[src/rtl/if_id_queue.sv]
// if_id_queue: fetch-to-decode buffer. A DEPTH-entry circular queue feeds a
// registered output stage; valid/ready toward fetch, level-compared hold
// toward decode, and a single-cycle flush for jumps and traps.
//
// Ports:
//   clk, rst            clock, synchronous active-high reset
//   in_valid_i/ready_o  fetch handshake; ready comes from registered count
//   inst_i, inst_addr_i, int_flag_i   incoming packet
//   flush_i             drop every queued, staged and incoming packet
//   hold_flag_i         output stage freezes when >= HOLD_LEVEL
//   out_valid_o, inst_o, inst_addr_o, int_flag_o   packet to decode
//   count_o             queued entries, output stage excluded
//   flush_drop_cnt_o    saturating dropped-packet counter, present only
//                       when IF_ID_QUEUE_STATS_EN is defined
module if_id_queue #(
    parameter int unsigned INST_W     = 32,
    parameter int unsigned ADDR_W     = 32,
    parameter int unsigned INT_W      = 8,
    parameter int unsigned DEPTH      = 4,
    parameter int unsigned HOLD_W     = 3,
    parameter int unsigned HOLD_LEVEL = 1,
    parameter logic [INST_W-1:0] NOP_INST = 32'h00000013,
    parameter logic [INT_W-1:0]  INT_NONE = '0
) (
    input  logic                       clk,
    input  logic                       rst,
    input  logic                       in_valid_i,
    output logic                       in_ready_o,
    input  logic [INST_W-1:0]          inst_i,
    input  logic [ADDR_W-1:0]          inst_addr_i,
    input  logic [INT_W-1:0]           int_flag_i,
    input  logic                       flush_i,
    input  logic [HOLD_W-1:0]          hold_flag_i,
    output logic                       out_valid_o,
    output logic [INST_W-1:0]          inst_o,
    output logic [ADDR_W-1:0]          inst_addr_o,
    output logic [INT_W-1:0]           int_flag_o,
`ifdef IF_ID_QUEUE_STATS_EN
    output logic [15:0]                flush_drop_cnt_o,
`endif
    output logic [$clog2(DEPTH+1)-1:0] count_o
);

    localparam int unsigned PTR_W = $clog2(DEPTH);
    localparam int unsigned CNT_W = $clog2(DEPTH+1);

    logic [INST_W-1:0] mem_inst_q [DEPTH];
    logic [ADDR_W-1:0] mem_addr_q [DEPTH];
    logic [INT_W-1:0]  mem_int_q  [DEPTH];

    logic [PTR_W-1:0]  rptr_q, rptr_d;
    logic [PTR_W-1:0]  wptr_q, wptr_d;
    logic [CNT_W-1:0]  count_q, count_d;
    logic              out_valid_q, out_valid_d;
    logic [INST_W-1:0] inst_q, inst_d;
    logic [ADDR_W-1:0] addr_q, addr_d;
    logic [INT_W-1:0]  int_q, int_d;

    logic hold_en, empty, push, pop, bypass, wr_en;

    always_comb begin
        hold_en    = (32'(hold_flag_i) >= HOLD_LEVEL);
        empty      = (count_q == '0);
        in_ready_o = (count_q != CNT_W'(DEPTH));
        push       = in_valid_i & in_ready_o & ~flush_i;
        pop        = ~flush_i & ~hold_en & ~empty;
        // Empty queue and a free output stage: skip the queue entirely.
        bypass     = ~hold_en & empty & push;
        wr_en      = push & ~bypass;

        rptr_d      = rptr_q;
        wptr_d      = wptr_q;
        count_d     = count_q;
        out_valid_d = out_valid_q;
        inst_d      = inst_q;
        addr_d      = addr_q;
        int_d       = int_q;

        if (flush_i) begin
            rptr_d      = '0;
            wptr_d      = '0;
            count_d     = '0;
            out_valid_d = 1'b0;
            inst_d      = NOP_INST;
            addr_d      = '0;
            int_d       = INT_NONE;
        end else begin
            if (wr_en) wptr_d = wptr_q + 1'b1;
            if (pop)   rptr_d = rptr_q + 1'b1;
            count_d = count_q + CNT_W'(wr_en) - CNT_W'(pop);
            if (!hold_en) begin
                if (!empty) begin
                    out_valid_d = 1'b1;
                    inst_d      = mem_inst_q[rptr_q];
                    addr_d      = mem_addr_q[rptr_q];
                    int_d       = mem_int_q[rptr_q];
                end else if (push) begin
                    out_valid_d = 1'b1;
                    inst_d      = inst_i;
                    addr_d      = inst_addr_i;
                    int_d       = int_flag_i;
                end else begin
                    out_valid_d = 1'b0;
                    inst_d      = NOP_INST;
                    addr_d      = '0;
                    int_d       = INT_NONE;
                end
            end
        end
    end

    // Storage carries no reset; occupancy is tracked by count_q alone.
    always_ff @(posedge clk) begin
        if (wr_en && !rst) begin
            mem_inst_q[wptr_q] <= inst_i;
            mem_addr_q[wptr_q] <= inst_addr_i;
            mem_int_q[wptr_q]  <= int_flag_i;
        end
    end

    always_ff @(posedge clk) begin
        if (rst) begin
            rptr_q      <= '0;
            wptr_q      <= '0;
            count_q     <= '0;
            out_valid_q <= 1'b0;
            inst_q      <= NOP_INST;
            addr_q      <= '0;
            int_q       <= INT_NONE;
        end else begin
            rptr_q      <= rptr_d;
            wptr_q      <= wptr_d;
            count_q     <= count_d;
            out_valid_q <= out_valid_d;
            inst_q      <= inst_d;
            addr_q      <= addr_d;
            int_q       <= int_d;
        end
    end

    assign out_valid_o = out_valid_q;
    assign inst_o      = inst_q;
    assign inst_addr_o = addr_q;
    assign int_flag_o  = int_q;
    assign count_o     = count_q;

`ifdef IF_ID_QUEUE_STATS_EN
    logic [15:0] drop_q, drop_d;
    logic [16:0] drop_sum;

    // Dropped = queued + staged + the packet fetch offered this cycle.
    always_comb begin
        drop_sum = {1'b0, drop_q} + 17'(count_q) + 17'(out_valid_q)
                 + 17'(in_valid_i & in_ready_o);
        drop_d   = drop_q;
        if (flush_i) drop_d = drop_sum[16] ? 16'hFFFF : drop_sum[15:0];
    end

    always_ff @(posedge clk) begin
        if (rst) drop_q <= '0;
        else     drop_q <= drop_d;
    end

    assign flush_drop_cnt_o = drop_q;
`endif

endmodule

[config.mk]
export PLATFORM = sky130hd
export DESIGN_NAME = if_id_queue
export DESIGN_NICKNAME = d
export VERILOG_FILES = /design/src/rtl/if_id_queue.sv
export SDC_FILE = /design/constraint.sdc
export NUM_CORES = 1
export LEC_CHECK = 0
export BUFFER_PORTS_ARGS = -buffer_cell sky130_fd_sc_hd__buf_2
export CAP_MARGIN = 10
export CORE_MARGIN = 2
export CORE_UTILIZATION = 60
export CTS_CLUSTER_DIAMETER = 30
export DETAILED_ROUTE_END_ITERATION = 8
export GPL_ROUTABILITY_DRIVEN = 0
export PLACE_DENSITY = 0.84
export SLEW_MARGIN = 25
export SYNTH_ARGS = -nofsm -noshare
export SYNTH_HDL_FRONTEND = slang
export SYNTH_SLANG_ARGS = --single-unit
[constraint.sdc]
create_clock -name clk -period 12.4 [get_ports clk]
set_clock_uncertainty 0.1 [all_clocks]
set_input_delay 1.24 -clock clk [delete_from_list [all_inputs] [get_ports clk]]
set_output_delay 1.24 -clock clk [all_outputs]
set_load 0.05 [all_outputs]
==> key figures <==
Yosys
  • Synth cell types: 32
  • Cell taking the most area after synthesis: edfxtp_1
  • Yosys warns: 0
  • Async SR Flop Fraction: 0%
  • Ys flop type: edfxtp_1
  • #FFs+latches synth: 370
  • Mapped Area: 13,900 sq um
  • Mapped Cells: 699
  • Post-synthesis sequential area ratio: 73.8%
  • Post-synth EDFFs: 288
  • Avg Inst Size Synth: 20.0 sq um
  • Synth top area cells: edfxtp_1 (62%), dfxtp_1 (12%), mux4_2 (12%)
  • Share of the synthesized area in the top cell type: between 60% and 70%
  • Syn Nets: 785

Timing
  • RSZ-0062 raised after global routing: no
  • Final Hold Viols: 0
  • Pins Over Slew Limit: 0
  • Setup TNS: 0 ps
  • Post-route minimum period: roughly 3300 ps
  • Worst-Margin Slew: 868 ps
  • Fin crit share: a little over a quarter
  • Final setup vio count: 0
  • Max-slew headroom: 42.2%
  • Hold WS: 377 ps
  • Fmax: 304 MHz

Power and ir drop
  • Total power: 3.03 mW
  • Comb pwr share: 2.8%
  • Sw frac: 21.5%
  • Reg power frac: 44.7%
  • Leakage: roughly 6.0 nW
  • Power Dens Cells: 179 nW/um^2
  • Sw Pwr: 0.651 mW
  • VDD IR max: between 0.15 and 0.2 mV
  • Clk pwr share: around 53%
  • Int Pwr: between 2 and 2.5 mW

Drt
  • DRC violations left: 0
  • DR iter-0 viols: 693
  • Per-cell routed wire length: 25.6 um
  • Initial DRT Pass Iterations: 4
  • Vias per inst: approximately 6.5
  • Total wire length: roughly 31 mm
  • Via Count: just under 8,000
  • Post-route ant nets: 0

Setup path
  • Crit path launch: hold_flag_i[0]
  • Critical Path Fanout Max: 9
  • Flop2flop setup slack: 9690 ps
  • WP data required: 12,750 ps
  • Critical Path Max Stage Delay: 530 ps
  • Critical path's slowest cell: nor3_1
  • WP buf/inv: 2
  • Startpoint types: input pin
  • Cell breakdown of the critical path: buf_2, or3_1, nor3_1, ha_1, inv_1, ha_1, fa_1, xnor2_1, xnor2_1, nor2_1
  • Arrival @ worst endpoint: 3640 ps
  • Critical path class: input pin to flop
  • Top Family by Delay on Critical Path: simple AND/OR/NAND/NOR gates
  • CP endpoint kind: flop

Layout
  • Nets: 958
  • Area occupied by multi-input gates: 3390 sq um
  • # fillers: ~1,300
  • Final Instance Area: roughly 17,000 sq um
  • Share of cells above drive strength 1: 38.9%
  • Area Growth Syn to Fin: 21.4%
  • Reg area: 10,300 sq um

Die
  • I/O pin count: roughly 160
  • Std-Cell Rows: 55
  • Core ar.: 22,700 sq um
  • Die Y: between 150 and 200 um
  • Starting Density: 61.4%
  • Die footprint: 24,500 sq um
  • Die width: 156 um

Clock network
  • Num CTS Buffers: 56
  • Htree depth: 2
  • Clock sink count: between 300 and 400
  • Post-CTS Repair Setup Buffers: 0
  • Worst skew pair latency: 560 ps
  • Hold-fix buffers, CTS: 0
  • CTS Root Cell: clkbuf_16
  • CTS resizes: 0
  • Clock Path Buffers: 3
  • Clk slew on worst S/H paths: ~50 ps
  • CTS tree: yes

Global routing
  • Vias in the first global route: 8,372
  • GRT Overall Usage: 26.3%
  • Largest net degree at the start of global routing: ~80
  • Initial antenna violation count: 4
  • GR Overflow Total: 0
  • First-pass GRT wire length: between 40 and 50 mm

Flow run
  • Total of max-cap violations: 0

Placed design
  • Port Buffer Count: 155
  • Hpwl dp: 15.4 mm
  • Area after DPL: approximately 15,000 sq um

Worst hold path
  • HP Class: flop to flop
  • Worst hold start: inst_addr_o[24]

Run status
  • Outcome: completed
metal layers:
| metal | part of all wire (%) | up-vias | global-route usage [%] | wire (um) |
|---|---|---|---|---|
| met5 | 0.042 | - | 0 | 13 |
| li1 | - | 3363 | - | - |
| met3 | 9.3 | 72 | 6.92 | 2890 |
| met2 | 50 | 417 | 43.0 | 15600 |
| met4 | 2.5 | 2 | 9.35 | 778 |
| met1 | 38 | 3997 | 34.8 | 11700 |
power groups by stage:
stage          Combinational (mW)  Clock (mW)  Sequential, mW
2_1_floorplan              0.0302           0            1.39
3_3_place_gp               0.0806           0            1.38
3_5_place_dp               0.0829           0            1.38
4_1_cts                    0.0844        1.61            1.35
5_1_grt                    0.0904        1.66            1.35
6_report                   0.0843        1.59            1.35
cell usage in the layout (no fill, tap or decap), types with 3 or more instances in the layout:
| cell type | n |
|---|---|
| clkbuf_8 | 4 |
| mux4_2 | 72 |
| edfxtp_1 | 288 |
| a221o_1 | 68 |
| and4_1 | 68 |
| inv_1 | 7 |
| ha_1 | 6 |
| mux2i_1 | 5 |
| nor2_1 | 3 |
| dfxtp_1 | 80 |
| clkinv_1 | 4 |
| bufinv_16 | 6 |
| nor3b_2 | 4 |
| buf_4 | 13 |
| buf_2 | 155 |
| diode_2 | 3 |
| clkinv_2 | 9 |
| inv_8 | 3 |
| nand2_1 | 8 |
| clkinvlp_4 | 5 |
| inv_6 | 10 |
| clkbuf_16 | 57 |
| or4_1 | 4 |
| clkinv_4 | 4 |
| o221a_2 | 3 |
| clkbuf_1 | 3 |
synthesized netlist by cell type, types with 2 or more instances:
master      n
nor3_1      3
nor2_1      5
buf_6       7
dfxtp_1    82
ha_1        6
clkbuf_1   33
nor3b_1     5
mux4_2     72
mux2i_1     5
xnor2_1     2
nand2_1     8
o21ai_0     2
o221a_2     3
buf_4       2
or2_2       2
or4_1       4
and2_1      2
and4_1     69
buf_2      13
a21oi_1     2
inv_1       7
a221o_1    68
edfxtp_1  288
stage by stage:
step | util [%] | cells | worst slack, ps
3_5_place_dp | 66.0 | 1099 | 8630
4_1_cts | 74.5 | 1205 | 9150
5_1_grt | 74.6 | 1207 | 9070
2_1_floorplan | - | 699 | 4560
3_3_place_gp | 65.8 | 1098 | 8730
6_report | 74.6 | 1208 | 9110
path summary, 6_finish.rpt:
path                                         to  cells past startpoint
worst max-delay path                 count_o[2]                     10
worst min-delay path            inst_addr_o[24]                      1
worst min register to register  inst_addr_o[24]                      1
worst max register to register        inst_o[4]                      4
registers in the layout, summed over array words and instances (netlist names), 3 cells and up, named ones only:
| register | count |
|---|---|
| mem_addr_q | 128 |
| inst_addr_o | 32 |
| mem_int_q | 32 |
| mem_inst_q | 128 |
| inst_o | 32 |
| int_flag_o | 8 |
| count_o | 3 |
kinds of logic after synthesis:
group | after synthesis | share of synthesized area (%)
simple gates | 104 | 5.85
fa+ha+maj | 7 | 0.682
xor+xnor | 2 | 0.126
buf+inv | 62 | 2.22
compound gates | 77 | 5.38
mux | 77 | 12.0
flops | 370 | 73.8
cell type report:
type,count,area share (%)
diodes,3,0.0443
clock buffers,64,8.81
clock inverters,42,2.66
inverters,7,0.155
multi-input cells,267,20.0
flip-flops and latches,370,60.8
well taps,285,2.11
repair buffers,170,5.39
(Power assumes the default switching activity.)
